===== config.mk =====
export PLATFORM = sky130hd
export DESIGN_NAME = wavetable_poly
export DESIGN_NICKNAME = d
export VERILOG_FILES = /design/src/rtl/wavetable_poly.sv
export SDC_FILE = /design/constraint.sdc
export NUM_CORES = 1
export LEC_CHECK = 0
export ABC_AREA = 0
export BUFFER_PORTS_ARGS = -buffer_cell sky130_fd_sc_hd__buf_4
export CAP_MARGIN = 40
export CELL_PAD_IN_SITES_DETAIL_PLACEMENT = 1
export CELL_PAD_IN_SITES_GLOBAL_PLACEMENT = 1
export CORE_ASPECT_RATIO = 1.25
export CORE_MARGIN = 2
export CORE_UTILIZATION = 47
export CTS_BUF_LIST = sky130_fd_sc_hd__clkbuf_4 sky130_fd_sc_hd__clkbuf_8
export CTS_CLUSTER_DIAMETER = 200
export DETAILED_ROUTE_END_ITERATION = 8
export GPL_TIMING_DRIVEN = 0
export PLACE_DENSITY = 0.95
export SETUP_SLACK_MARGIN = 0.1
export SYNTH_ARGS = -nofsm -noshare
export SYNTH_HDL_FRONTEND = slang
export SYNTH_SLANG_ARGS = --single-unit

===== constraint.sdc =====
create_clock -name clk_50 -period 3.13 [get_ports clk_50]
set_clock_uncertainty 0.15 [all_clocks]
set_input_delay 0.7825 -clock clk_50 [delete_from_list [all_inputs] [get_ports clk_50]]
set_output_delay 0.7825 -clock clk_50 [all_outputs]
set_load 0.01 [all_outputs]

===== src/rtl/wavetable_poly.sv =====
// Polyphonic wavetable voice engine: per-frame phase stepping, one table read per
// active voice, signed mix with saturation, byte-swapped output for the codec.
module wavetable_poly #(
  parameter int unsigned VOICES = 4,
  parameter int unsigned POS_W  = 13,
  parameter int unsigned FRAC_W = 4,
  parameter int unsigned WSEL_W = 2,
  parameter int unsigned DATA_W = 16
) (
  input  logic                      clk_50,
  input  logic                      ar,
  input  logic                      sample_tick,
  input  logic [WSEL_W-1:0]         waveSelect,
  input  logic [VOICES-1:0]         keyOn,
  input  logic [4*VOICES-1:0]       keyVal,
  input  logic [2*VOICES-1:0]       octave,
  output logic [WSEL_W+POS_W-1:0]   mem_addr,
  output logic                      mem_rd,
  input  logic [DATA_W-1:0]         mem_data,
  input  logic                      mem_done,
  output logic [15:0]               dataOut,
  output logic                      dataValid,
  output logic                      busy,
  output logic                      overrun
);

  localparam int unsigned PhW  = POS_W + FRAC_W;
  localparam int unsigned AccW = 16 + $clog2(VOICES);
  localparam int unsigned IdxW = (VOICES > 1) ? $clog2(VOICES) : 1;

  localparam logic signed [AccW-1:0] SatMax = AccW'(32767);
  localparam logic signed [AccW-1:0] SatMin = AccW'(-32768);

  typedef enum logic [2:0] {StIdle, StStep, StIssue, StWait, StNext, StOut} state_e;

  state_e                   state_q, state_d;
  logic [PhW-1:0]           phase_q [VOICES];
  logic [PhW-1:0]           phase_d [VOICES];
  logic [VOICES-1:0]        active_q, active_d;
  logic [WSEL_W-1:0]        wsel_q, wsel_d;
  logic [IdxW-1:0]          idx_q, idx_d;
  logic signed [AccW-1:0]   acc_q, acc_d;
  logic [5:0]               wait_cnt_q, wait_cnt_d;
  logic [WSEL_W+POS_W-1:0]  mem_addr_q, mem_addr_d;
  logic                     mem_rd_q, mem_rd_d;
  logic [15:0]              data_out_q, data_out_d;
  logic                     data_valid_q, data_valid_d;
  logic                     overrun_q, overrun_d;

  logic [VOICES-1:0]        voice_on;
  logic [PhW-1:0]           voice_inc [VOICES];
  logic signed [15:0]       mem_sw;
  logic signed [AccW-1:0]   acc_sat;

  // Base increment per note (A..A); notes above 12 never reach here as active
  function automatic logic [PhW-1:0] note_inc(input logic [3:0] note, input logic [1:0] oct);
    logic [7:0] base;
    case (note)
      4'd0:    base = 8'd74;
      4'd1:    base = 8'd78;
      4'd2:    base = 8'd83;
      4'd3:    base = 8'd88;
      4'd4:    base = 8'd93;
      4'd5:    base = 8'd99;
      4'd6:    base = 8'd104;
      4'd7:    base = 8'd111;
      4'd8:    base = 8'd117;
      4'd9:    base = 8'd124;
      4'd10:   base = 8'd132;
      4'd11:   base = 8'd139;
      4'd12:   base = 8'd148;
      default: base = 8'd0;
    endcase
    return PhW'(base) << (FRAC_W + 32'(oct));
  endfunction

  // Decode live key inputs; only consumed in StStep so changes land on frame boundaries
  always_comb begin
    for (int v = 0; v < VOICES; v++) begin
      voice_on[v]  = keyOn[v] && (keyVal[4*v +: 4] <= 4'd12);
      voice_inc[v] = note_inc(keyVal[4*v +: 4], octave[2*v +: 2]);
    end
  end

  // Table data arrives little-endian; swap to native order before mixing
  assign mem_sw = {mem_data[7:0], mem_data[15:8]};

  // Clamp the mix to 16-bit signed range
  always_comb begin
    if (acc_q > SatMax)      acc_sat = SatMax;
    else if (acc_q < SatMin) acc_sat = SatMin;
    else                     acc_sat = acc_q;
  end

  // Frame sequencer: next-state and datapath updates
  always_comb begin
    state_d      = state_q;
    phase_d      = phase_q;
    active_d     = active_q;
    wsel_d       = wsel_q;
    idx_d        = idx_q;
    acc_d        = acc_q;
    wait_cnt_d   = wait_cnt_q;
    mem_addr_d   = mem_addr_q;
    mem_rd_d     = 1'b0;
    data_out_d   = data_out_q;
    data_valid_d = 1'b0;
    overrun_d    = overrun_q;

    if (sample_tick && (state_q != StIdle)) overrun_d = 1'b1;

    unique case (state_q)
      StIdle: begin
        if (sample_tick) begin
          wsel_d  = waveSelect;
          state_d = StStep;
        end
      end
      StStep: begin
        for (int v = 0; v < VOICES; v++) begin
          phase_d[v] = voice_on[v] ? phase_q[v] + voice_inc[v] : '0;
        end
        active_d = voice_on;
        idx_d    = '0;
        acc_d    = '0;
        state_d  = StIssue;
      end
      StIssue: begin
        if (active_q[idx_q]) begin
          mem_rd_d   = 1'b1;
          mem_addr_d = {wsel_q, phase_q[idx_q][PhW-1:FRAC_W]};
          wait_cnt_d = '0;
          state_d    = StWait;
        end else begin
          state_d = StNext;
        end
      end
      StWait: begin
        if (mem_done) begin
          acc_d   = acc_q + AccW'(mem_sw);
          state_d = StNext;
        end else if (wait_cnt_q == 6'd63) begin
          // Memory never answered: voice contributes silence
          state_d = StNext;
        end else begin
          wait_cnt_d = wait_cnt_q + 6'd1;
        end
      end
      StNext: begin
        if (idx_q == IdxW'(VOICES - 1)) begin
          data_out_d   = {acc_sat[7:0], acc_sat[15:8]};
          data_valid_d = 1'b1;
          state_d      = StOut;
        end else begin
          idx_d   = idx_q + IdxW'(1);
          state_d = StIssue;
        end
      end
      StOut: begin
        state_d = StIdle;
      end
      default: begin
        state_d = StIdle;
      end
    endcase
  end

  // State and datapath registers
  always_ff @(posedge clk_50 or negedge ar) begin
    if (!ar) begin
      state_q      <= StIdle;
      for (int v = 0; v < VOICES; v++) phase_q[v] <= '0;
      active_q     <= '0;
      wsel_q       <= '0;
      idx_q        <= '0;
      acc_q        <= '0;
      wait_cnt_q   <= '0;
      mem_addr_q   <= '0;
      mem_rd_q     <= 1'b0;
      data_out_q   <= '0;
      data_valid_q <= 1'b0;
      overrun_q    <= 1'b0;
    end else begin
      state_q      <= state_d;
      phase_q      <= phase_d;
      active_q     <= active_d;
      wsel_q       <= wsel_d;
      idx_q        <= idx_d;
      acc_q        <= acc_d;
      wait_cnt_q   <= wait_cnt_d;
      mem_addr_q   <= mem_addr_d;
      mem_rd_q     <= mem_rd_d;
      data_out_q   <= data_out_d;
      data_valid_q <= data_valid_d;
      overrun_q    <= overrun_d;
    end
  end

  assign mem_addr  = mem_addr_q;
  assign mem_rd    = mem_rd_q;
  assign dataOut   = data_out_q;
  assign dataValid = data_valid_q;
  assign busy      = (state_q != StIdle);
  assign overrun   = overrun_q;

endmodule


== Word level (Yosys, flattened, before mapping) ==
Memories as Yosys holds them, arrays and structs flattened.
Cells that the tools add are included.
Word-level totals
  bits in read-only memories: 512
  output and inout port bits: 35
  input bits: 50
  bits in registers: 137
  memories kept: 4
Memory list
  (no name shown): words 16, width 8, read ports 1, clocked after Yosys merged registers in 0, write ports 0, RTL line 58  | case (note)
  (no name shown): words 16, width 8, read ports 1, clocked after Yosys merged registers in 0, write ports 0, RTL line 58
  (no name shown): words 16, width 8, read ports 1, clocked after Yosys merged registers in 0, write ports 0, RTL line 58
  (no name shown): words 16, width 8, read ports 1, clocked after Yosys merged registers in 0, write ports 0, RTL line 58
Cells by class
  reductions and logical operators: 17
  eq/ne operators: 13
  magnitude comparators: 8
  multiplexer cells: 29
  shifts and indexed selects: 4
  bitwise logic cells: 1
  add/sub/neg operators: 11
Operator list (count)
  17-bit two-way mux: 6
  17-bit adder: 4
  8-bit by 4-bit left shift with 17-bit output: 4
  18-bit one-hot mux with 2 select lines: 1
  17-bit binary-select mux with 2-bit select: 1
  16-bit two-way mux: 2
  18-bit by 16-bit adder with 18-bit output: 1
  18-bit by 16-bit > comparator with 1-bit output, second input constant: 1
  18-bit by 16-bit < comparator with 1-bit output, second input constant: 1
  18-bit two-way mux: 1
  6-bit two-way mux: 3
  3-bit by 2-bit adder with 4-bit output, first input constant: 4
  4-bit less-or-equal comparator, second input constant: 4
  3-bit two-way mux: 5
  3-bit one-hot mux with 5 select lines: 1
  2-bit inequality test, second input constant: 6
  6-bit one-hot mux with 2 select lines: 1
  2-bit AND reduction: 6
  6-bit by 1-bit adder with 6-bit output, second input constant: 1
  3-bit by 2-bit equality test with 1-bit output, second input constant: 2
  6-bit equality test, second input constant: 1
  2-bit nonzero test: 3
  1-bit logical AND: 5
  1-bit two-way mux: 5
  other kinds (14): 14

== Logic depth before layout (Yosys ltp) ==
Gate-level depths: netlist of run 1.
  depth in word-level cells: 4
  gate-level depth with buffers: 16
  gate-level depth less buffers: 16

== Worst setup path after synthesis of run 1 ==
OpenSTA, ideal clock, no wires.
  kind: input-to-reg
  start point: input port keyVal[12]
  end point: register phase_q[16] in the netlist's numbering
  stages: 15
  buffers on the path: 0
  slack: -0.598 ns
  data arrival time: 3.446 ns
  setup time: 0.132 ns
  cells stage by stage: inv_1 > ha_1 > nand2b_1 > a21oi_1 > a21oi_1 > nor3_1 > ha_1 > inv_1 > fa_1 > nand2b_1 > a21oi_1 > o32ai_1 > o21ai_0 > a21oi_1 > or3b_1
On the way
  word-level cells in the longest chain between the ends: 4
Ends and longest elaborated chain
  from (decl): RTL line 15  | input logic [4*VOICES-1:0] keyVal,
  memory read 16 x 8 bit
  8-bit by 4-bit left shift with 17-bit output: RTL line 74  | return PhW'(base) << (FRAC_W + 32'(oct));
  17-bit adder: RTL line 121  | phase_d[v] = voice_on[v] ? phase_q[v] + voice_inc[v] : '0;
  17-bit two-way mux *: RTL line 121
  to (signal assigned): RTL line 185  | phase_q <= phase_d;
  to (decl): RTL line 37  | logic [PhW-1:0] phase_q [VOICES];
Every way passes the cells marked *; elsewhere a longest branch is shown, timed or not.
A chain may end at the register's enable or synchronous reset.

== Worst setup path in the final report of run 1 ==
  start point: input port keyVal[7]
  end point: register phase_q[50] in the netlist's numbering
The elaborated chain is that of the path after synthesis.

==> reports/summary.txt, run 1 <==
Status: complete, but fails checks
Failing checks: negative setup slack
CP required: 3.38 ns
Share of total power in the clock network: 0.145
Reg2reg setup slack: -0.29 ns
Die area: 22,800 sq um
NetSw: 6.03 mW
Clock buffer depth: 2
Clk pin slew, worst setup/hold paths: 0.11 ns
GPL Wtd Cong: 0.918
I/O Pins: 85
Logic pwr share: 0.605
Hold_ws: 0.0946 ns
Post-synth EDFFs: 0
Initial antenna violation count: 4
Total Routing Usage GR: 0.394
ANT nets after route: 0
Most common cell in the netlist: nand2_1
Highest metal used: met5
Non-Filler Instances: 1,732
Vias in the first global route: 12,000
Pwr Density: 824 nW/um^2
I/O Buffers: 76
Crit path capture type: register
DR pass1 iterations: 6
Startpoint types: input port
Row cnt: 60
Met2 WL: 25,300 microns
Clk sink count: 121
Via density: 7.31
Sequential power share: 0.250
Fin crit share: 1.20
Height of the die: 168 microns
Via count: 12,700
Max-Cap Viols: 0
Ys async rst share: 1.00
Worst-path fanout max: 9
TritonCTS clock tree: done
Final worst-path setup slack: -0.612 ns
Top cells by count, synth: nand2_1 (211), o21ai_0 (127), dfrtp_1 (121)
Yosys warns: 0
Reg2reg start: state_q[1]
Net count, final: 1,593
Main area contributors after synthesis: dfrtp_1 (30%), ha_1 (12%), nand2_1 (7.8%)
Final setup viols: 36
Worst setup startpoint: keyVal[7]
Total power: 11.6 mW
Switching Fraction: 0.521
Worst slew margin: 0.304
WL met3: 6280 microns
Worst setup path endpoint: phase_q[50]
Synth-to-Final Area Change: 38.3%
Peak VDD IR: 0.421 mV
RSZ-0062 raised after global routing: yes
Final hold vios: 0
R2R cell count: 7
Worst EP arrival: 4.00 ns
Core region area: 21,400 sq um
Primary FF master, synth: dfrtp_1
DRT met1 WL: 19,200 microns
Leakage power: 6.33 nW
Pins over their slew limit: 0
Unique cell type count in the Yosys netlist: 68
Synth top area share: 0.298
DR iter-0 viols: 1,560
Root Buffer: clkbuf_8
Fin crit period: 3.74 ns
Synthesized netlist cell count: 1,240
Placed Instances: 1,596
First-pass GRT wire length: 69,000 microns
Share of layout cells above drive strength 1: 0.333
Remaining Overflow, GRT: 0
H-tree Lvls: 4
DPL Wire Length: 25,900 microns
Hold crit path type: input port to asynchronous set/reset pin
Largest net degree at the start of global routing: 68
Max Freq: 267 MHz
Syn_nets: 1,394
Hold Buf Count CTS: 0
Worst skew pair latency: 0.52 ns
# DRC: 0
Mean Syn Cell Area: 8.19 sq um
Cell taking the most area after synthesis: dfrtp_1
Internal power: 5.55 mW
Aggregate routed wire length: 57,300 microns
WL per Instance: 33.1 microns
Cell Area, Synth: 10,200 sq um
Die Wd: 135 microns
FF-to-FF End: phase_q[58]
Post-synthesis sequential area ratio: 0.298
TritonCTS buffer count: 17
Starting density of the core: 0.475
Worst slew pin tran: 1.04 ns
Yosys reg bits: 121
Kind of critical path: input port to register
==> critical path, cell delays in order <==
cell and delay, ns:
clkbuf_8 0.14, nor2b_1 0.17, mux2i_1 0.20, nor2_1 0.09, a311oi_1 0.61, nor2_1 0.18, ha_1 0.45, a21o_1 0.27
a21oi_1 0.37, nor2b_1 0.17, a31oi_4 0.21, a21oi_2 0.09, mux2i_1 0.25
==> routing by layer <==
metal,up-vias,global-route usage
li1,4804,-
met1,6118,0.442
met2,1173,0.667
met3,559,0.0807
met4,4,0.271
met5,-,0
==> cell usage in the layout, fill, tap and decap left out, types with 13 or more instances in the layout <==
cell | Yosys | layout
a21oi_1 | 72 | 45
o21ai_2 | 0 | 26
nand2_1 | 211 | 196
nor2_1 | 114 | 99
buf_6 | 3 | 24
nand2b_1 | 29 | 17
o21a_1 | 15 | 14
nor3_1 | 18 | 14
clkbuf_1 | 44 | 29
a21oi_2 | 0 | 17
inv_1 | 47 | 33
nor2b_1 | 21 | 19
nand3_1 | 31 | 30
xor2_1 | 28 | 25
mux2i_1 | 32 | 25
ha_2 | 0 | 13
clkbuf_8 | 0 | 22
o21ai_0 | 127 | 66
mux4_2 | 17 | 17
ha_1 | 99 | 69
ha_4 | 0 | 17
dfrtp_1 | 121 | 121
buf_4 | 2 | 152
o21ai_1 | 0 | 25
==> worst min path at each step <==
stage | startpoint | endpoint | slack [ns] | depth (start not counted)
floorplan | wsel_q[0] | mem_addr[13] | 0.28 | 2
global placement | overrun | overrun | 0.30 | 1
detailed placement | overrun | overrun | 0.30 | 1
CTS | ar | acc_q[6] | 0.14 | 1
global route | ar | phase_q[40] | 0.14 | 1
finish | ar | phase_q[40] | 0.09 | 1
==> power by group through the flow <==
stage | clock network (mW) | registers (mW) | logic [mW]
CTS | 1.58 | 2.67 | 5.23
global route | 1.69 | 2.87 | 7.25
global placement | 0 | 2.64 | 4.28
finish | 1.68 | 2.89 | 7.00
detailed placement | 0 | 2.68 | 4.56
floorplan | 0 | 2.44 | 3.26
==> cells by family (layout without fill, tap and decap cells) <==
family,after synthesis,count (layout),synth area share
xor gates and xnor gates,40,40,0.0345
other,0,1,0
AOI/OAI and AO/OA,329,329,0.202
muxes,57,57,0.0781
adders and majority gates,104,104,0.132
buffers and inverters,114,326,0.0461
and+or+nand+nor,475,475,0.209
DFF,121,121,0.298
==> metrics by stage <==
step	cell area, sq um	setup slack [ns]	TNS [ns]	utilization
after floorplan	10500	-0.378	-1.67	-
after global placement	11400	-0.913	-17.62	0.534
after detailed placement	11500	-0.991	-22.12	0.535
after CTS	12800	-0.198	-0.758	0.599
after global routing	14000	-0.617	-12.17	0.656
final	14000	-0.612	-9.94	0.657
==> sequential cells by signal, indices dropped and copies added, names as in the netlist <==
| register | cells |
|---|---|
| phase_q | 52 |
| overrun | 1 |
| mem_addr | 15 |
| active_q | 4 |
| wsel_q | 2 |
| dataOut | 16 |
| wait_cnt_q | 6 |
| state_q | 3 |
| idx_q | 2 |
| acc_q | 18 |
| dataValid | 1 |
| mem_rd | 1 |
==> cell type report <==
| cell class | count | area [sq um] |
|---|---|---|
| diodes | 1 | 2.50 |
| plain buffers | 63 | 377 |
| clock buffers | 21 | 277 |
| clock inverters | 11 | 146 |
| fillers | 2392 | 7350 |
| inverters | 51 | 268 |
| multi-input cells | 1005 | 8050 |
| flip-flops and latches | 121 | 3030 |
| well taps | 279 | 349 |
| repair buffers | 180 | 1560 |
==> timing repair <==
| action | CTS | global route |
|---|---|---|
| setup buffers | 54 | 54 |
| resized for setup | 148 | 196 |
| endpoints found under the setup margin | 31 | 37 |
| pin swaps | 81 | 96 |
Power figures use the tool's default switching activity.
==> inputs of run 2 (changes only) <==
CELL_PAD_IN_SITES_DETAIL_PLACEMENT = not set   (was 1)
CELL_PAD_IN_SITES_GLOBAL_PLACEMENT = not set   (was 1)
CORE_UTILIZATION = 55   (was 47)
PLACE_DENSITY = 0.86   (was 0.95)
==> run 2 against run 1 <==
Net effect: the run still ends with negative setup slack left; non-clock buffer count fell by 42; count of clock-buffer cells in the layout fell by 4; sequential share of layout area rose by 1.6 points; largest power group unchanged.
==> reports/summary.txt, run 2 (synthesized netlist as in run 1, its figures left out) <==
Status: complete, but fails checks (unchanged)
Failing checks: negative setup slack (unchanged)
Clock buffer depth: 2 (unchanged)
Height of the die: 156 microns (was 168 microns)
Switching Fraction: 0.463 (was 0.521)
Reg2reg start: acc_q[0] (was state_q[1])
Final setup viols: 12 (was 36)
Remaining Overflow, GRT: 0 (unchanged)
Starting density of the core: 0.561 (was 0.475)
H-tree Lvls: 4 (unchanged)
TritonCTS buffer count: 17 (unchanged)
Final Util: 0.722 (was 0.657)
Kind of critical path: input port to register (unchanged)
Clk sink count: 121 (unchanged)
Crit path capture type: register (unchanged)
Final hold vios: 0 (unchanged)
Clk pin slew, worst setup/hold paths: 0.08 ns (was 0.11 ns)
Hold_ws: 0.158 ns (was 0.0946 ns)
Worst setup startpoint: keyVal[12] (was keyVal[7])
Die area: 19,600 sq um (was 22,800 sq um)
CP required: 3.33 ns (was 3.38 ns)
Worst slew pin tran: 0.840 ns (was 1.04 ns)
First-pass GRT wire length: 47,400 microns (was 69,000 microns)
Via count: 10,400 (was 12,700)
DR pass1 iterations: 6 (unchanged)
Internal power: 5.11 mW (was 5.55 mW)
Synth-to-Final Area Change: 28.7% (was 38.3%)
Fin crit share: 1.05 (was 1.20)
Pins over their slew limit: 0 (unchanged)
Max-Cap Viols: 0 (unchanged)
Initial antenna violation count: 0 (was 4)
NetSw: 4.41 mW (was 6.03 mW)
Vias in the first global route: 9,835 (was 12,000)
RSZ-0062 raised after global routing: yes (unchanged)
DR iter-0 viols: 1,008 (was 1,560)
Core region area: 18,100 sq um (was 21,400 sq um)
Sequential power share: 0.280 (was 0.250)
Max Freq: 305 MHz (was 267 MHz)
Root Buffer: clkbuf_8 (unchanged)
Share of layout cells above drive strength 1: 0.273 (was 0.333)
Hold Buf Count CTS: 0 (unchanged)
I/O Buffers: 76 (unchanged)
WL per Instance: 19.6 microns (was 33.1 microns)
Area post-placement: 11,400 sq um (was 11,500 sq um)
TritonCTS clock tree: done (unchanged)
Antenna cells: 0 (was 1)
Peak VDD IR: 0.447 mV (was 0.421 mV)
Total Routing Usage GR: 0.300 (was 0.394)
Worst skew pair latency: 0.47 ns (was 0.52 ns)
ANT nets after route: 0 (unchanged)
Fin area: 13,100 sq um (was 14,000 sq um)
Via density: 6.37 (was 7.31)
Largest net degree at the start of global routing: 66 (was 68)
Hold crit path type: input port to asynchronous set/reset pin (unchanged)
Most common cell after layout, fill and taps aside: nand2_1 (unchanged)
Die Wd: 126 microns (was 135 microns)
GPL Wtd Cong: 0.957 (was 0.918)
Worst-path fanout max: 4 (was 9)
Biggest register: phase_q (unchanged)
Worst EP arrival: 3.48 ns (was 4.00 ns)
Aggregate routed wire length: 32,200 microns (was 57,300 microns)
Largest register FFs: 52 (unchanged)
Pwr Density: 728 nW/um^2 (was 824 nW/um^2)
Leakage power: 5.98 nW (was 6.33 nW)
Row cnt: 55 (was 60)
Fin crit period: 3.28 ns (was 3.74 ns)
Net count, final: 1,551 (was 1,593)
Most frequent cells in the layout: nand2_1 (202), buf_4 (124), dfrtp_1 (121), nor2_1 (104), o21ai_0 (80) (was nand2_1 (196), buf_4 (152), dfrtp_1 (121), nor2_1 (99), ha_1 (69))
DPL Wire Length: 20,700 microns (was 25,900 microns)
Startpoint types: input port (unchanged)
Logic pwr share: 0.557 (was 0.605)
Worst slew margin: 0.440 (was 0.304)
Final worst-path setup slack: -0.146 ns (was -0.612 ns)
I/O Pins: 85 (unchanged)
Share of total power in the clock network: 0.163 (was 0.145)
# DRC: 0 (unchanged)
-- run 2: cell types whose count changed in the layout (fill, tap and decap cells not counted), sizes merged --
cell      before  now
clkinvlp       5    3
buf          201  159
clkbuf        63   59
inv           46   53
diode          1    0
clkinv         8    7
-- run 2: path summary, 6_finish.rpt --
| kind | to | slack (ns) | cells after the start |
|---|---|---|---|
| min reg2reg | mem_addr[13] | 0.33 | 2 |
| min in group clk_50 | mem_addr[13] | 0.33 | 2 |
| max reg2reg | acc_q[14] | 0.31 | 9 |
| max | phase_q[16] | -0.15 | 15 |
| min | phase_q[43] | 0.16 | 1 |
| max in group asynchronous | phase_q[13] | 1.96 | 2 |
-- run 2: power by group through the flow --
stage / sequential, mW / combinational, mW / clock (mW)
6_report: 2.67 / 5.30 / 1.55
5_1_grt: 2.69 / 5.72 / 1.61
4_1_cts: 2.61 / 4.70 / 1.54
3_5_place_dp: 2.63 / 4.36 / 0
3_3_place_gp: 2.61 / 4.21 / 0
2_1_floorplan: 2.44 / 3.26 / 0
-- run 2: metal layers --
layer,vias to the layer above,part of all wire,GRT usage
li1,4726,-,-
met1,4926,0.37,0.345
met2,608,0.49,0.526
met3,179,0.077,0.0473
met4,0,0.068,0.181
met5,-,0,0
-- run 2: cell type report --
| type | instances | area [sq um] |
|---|---|---|
| Clock inverter | 15 | 186 |
| Timing Repair Buffer | 138 | 1180 |
| Sequential cell | 121 | 3030 |
| Inverter | 51 | 259 |
| Tap cell | 228 | 285 |
| Multi-Input combinational cell | 1005 | 7520 |
| Clock buffer | 17 | 234 |
| Buffer | 63 | 372 |
| Fill cell | 1202 | 5030 |
-- run 2: per-stage QoR --
step | setup TNS (ns) | power (mW) | setup WS, ns | instances
floorplan | -1.67 | 5.70 | -0.378 | 1240
detailed placement | -18.25 | 6.98 | -0.960 | 1545
CTS | -0.180 | 8.84 | -0.101 | 1617
finish | -0.628 | 9.51 | -0.146 | 1638
global placement | -16.23 | 6.82 | -0.898 | 1544
global route | -1.84 | 10.0 | -0.230 | 1638
-- run 2: critical path, cell delays in order --
cell        delay [ns]
buf_8             0.10
clkinvlp_4        0.10
ha_1              0.18
nor2_2            0.06
a21oi_2           0.14
o22ai_2           0.13
mux2_2            0.33
nor2_1            0.11
nor2_1            0.08
ha_1              0.22
or3_1             0.40
o32ai_4           0.31
o21ai_2           0.10
nand3_1           0.07
or3b_1            0.36
-- run 2: repair_timing --
item,4_1_cts,5_1_grt
endpoints found under the setup margin,26,30
gates cloned,0,0
gates resized for setup,91,118
buffers inserted,40,21
pin swaps,56,61
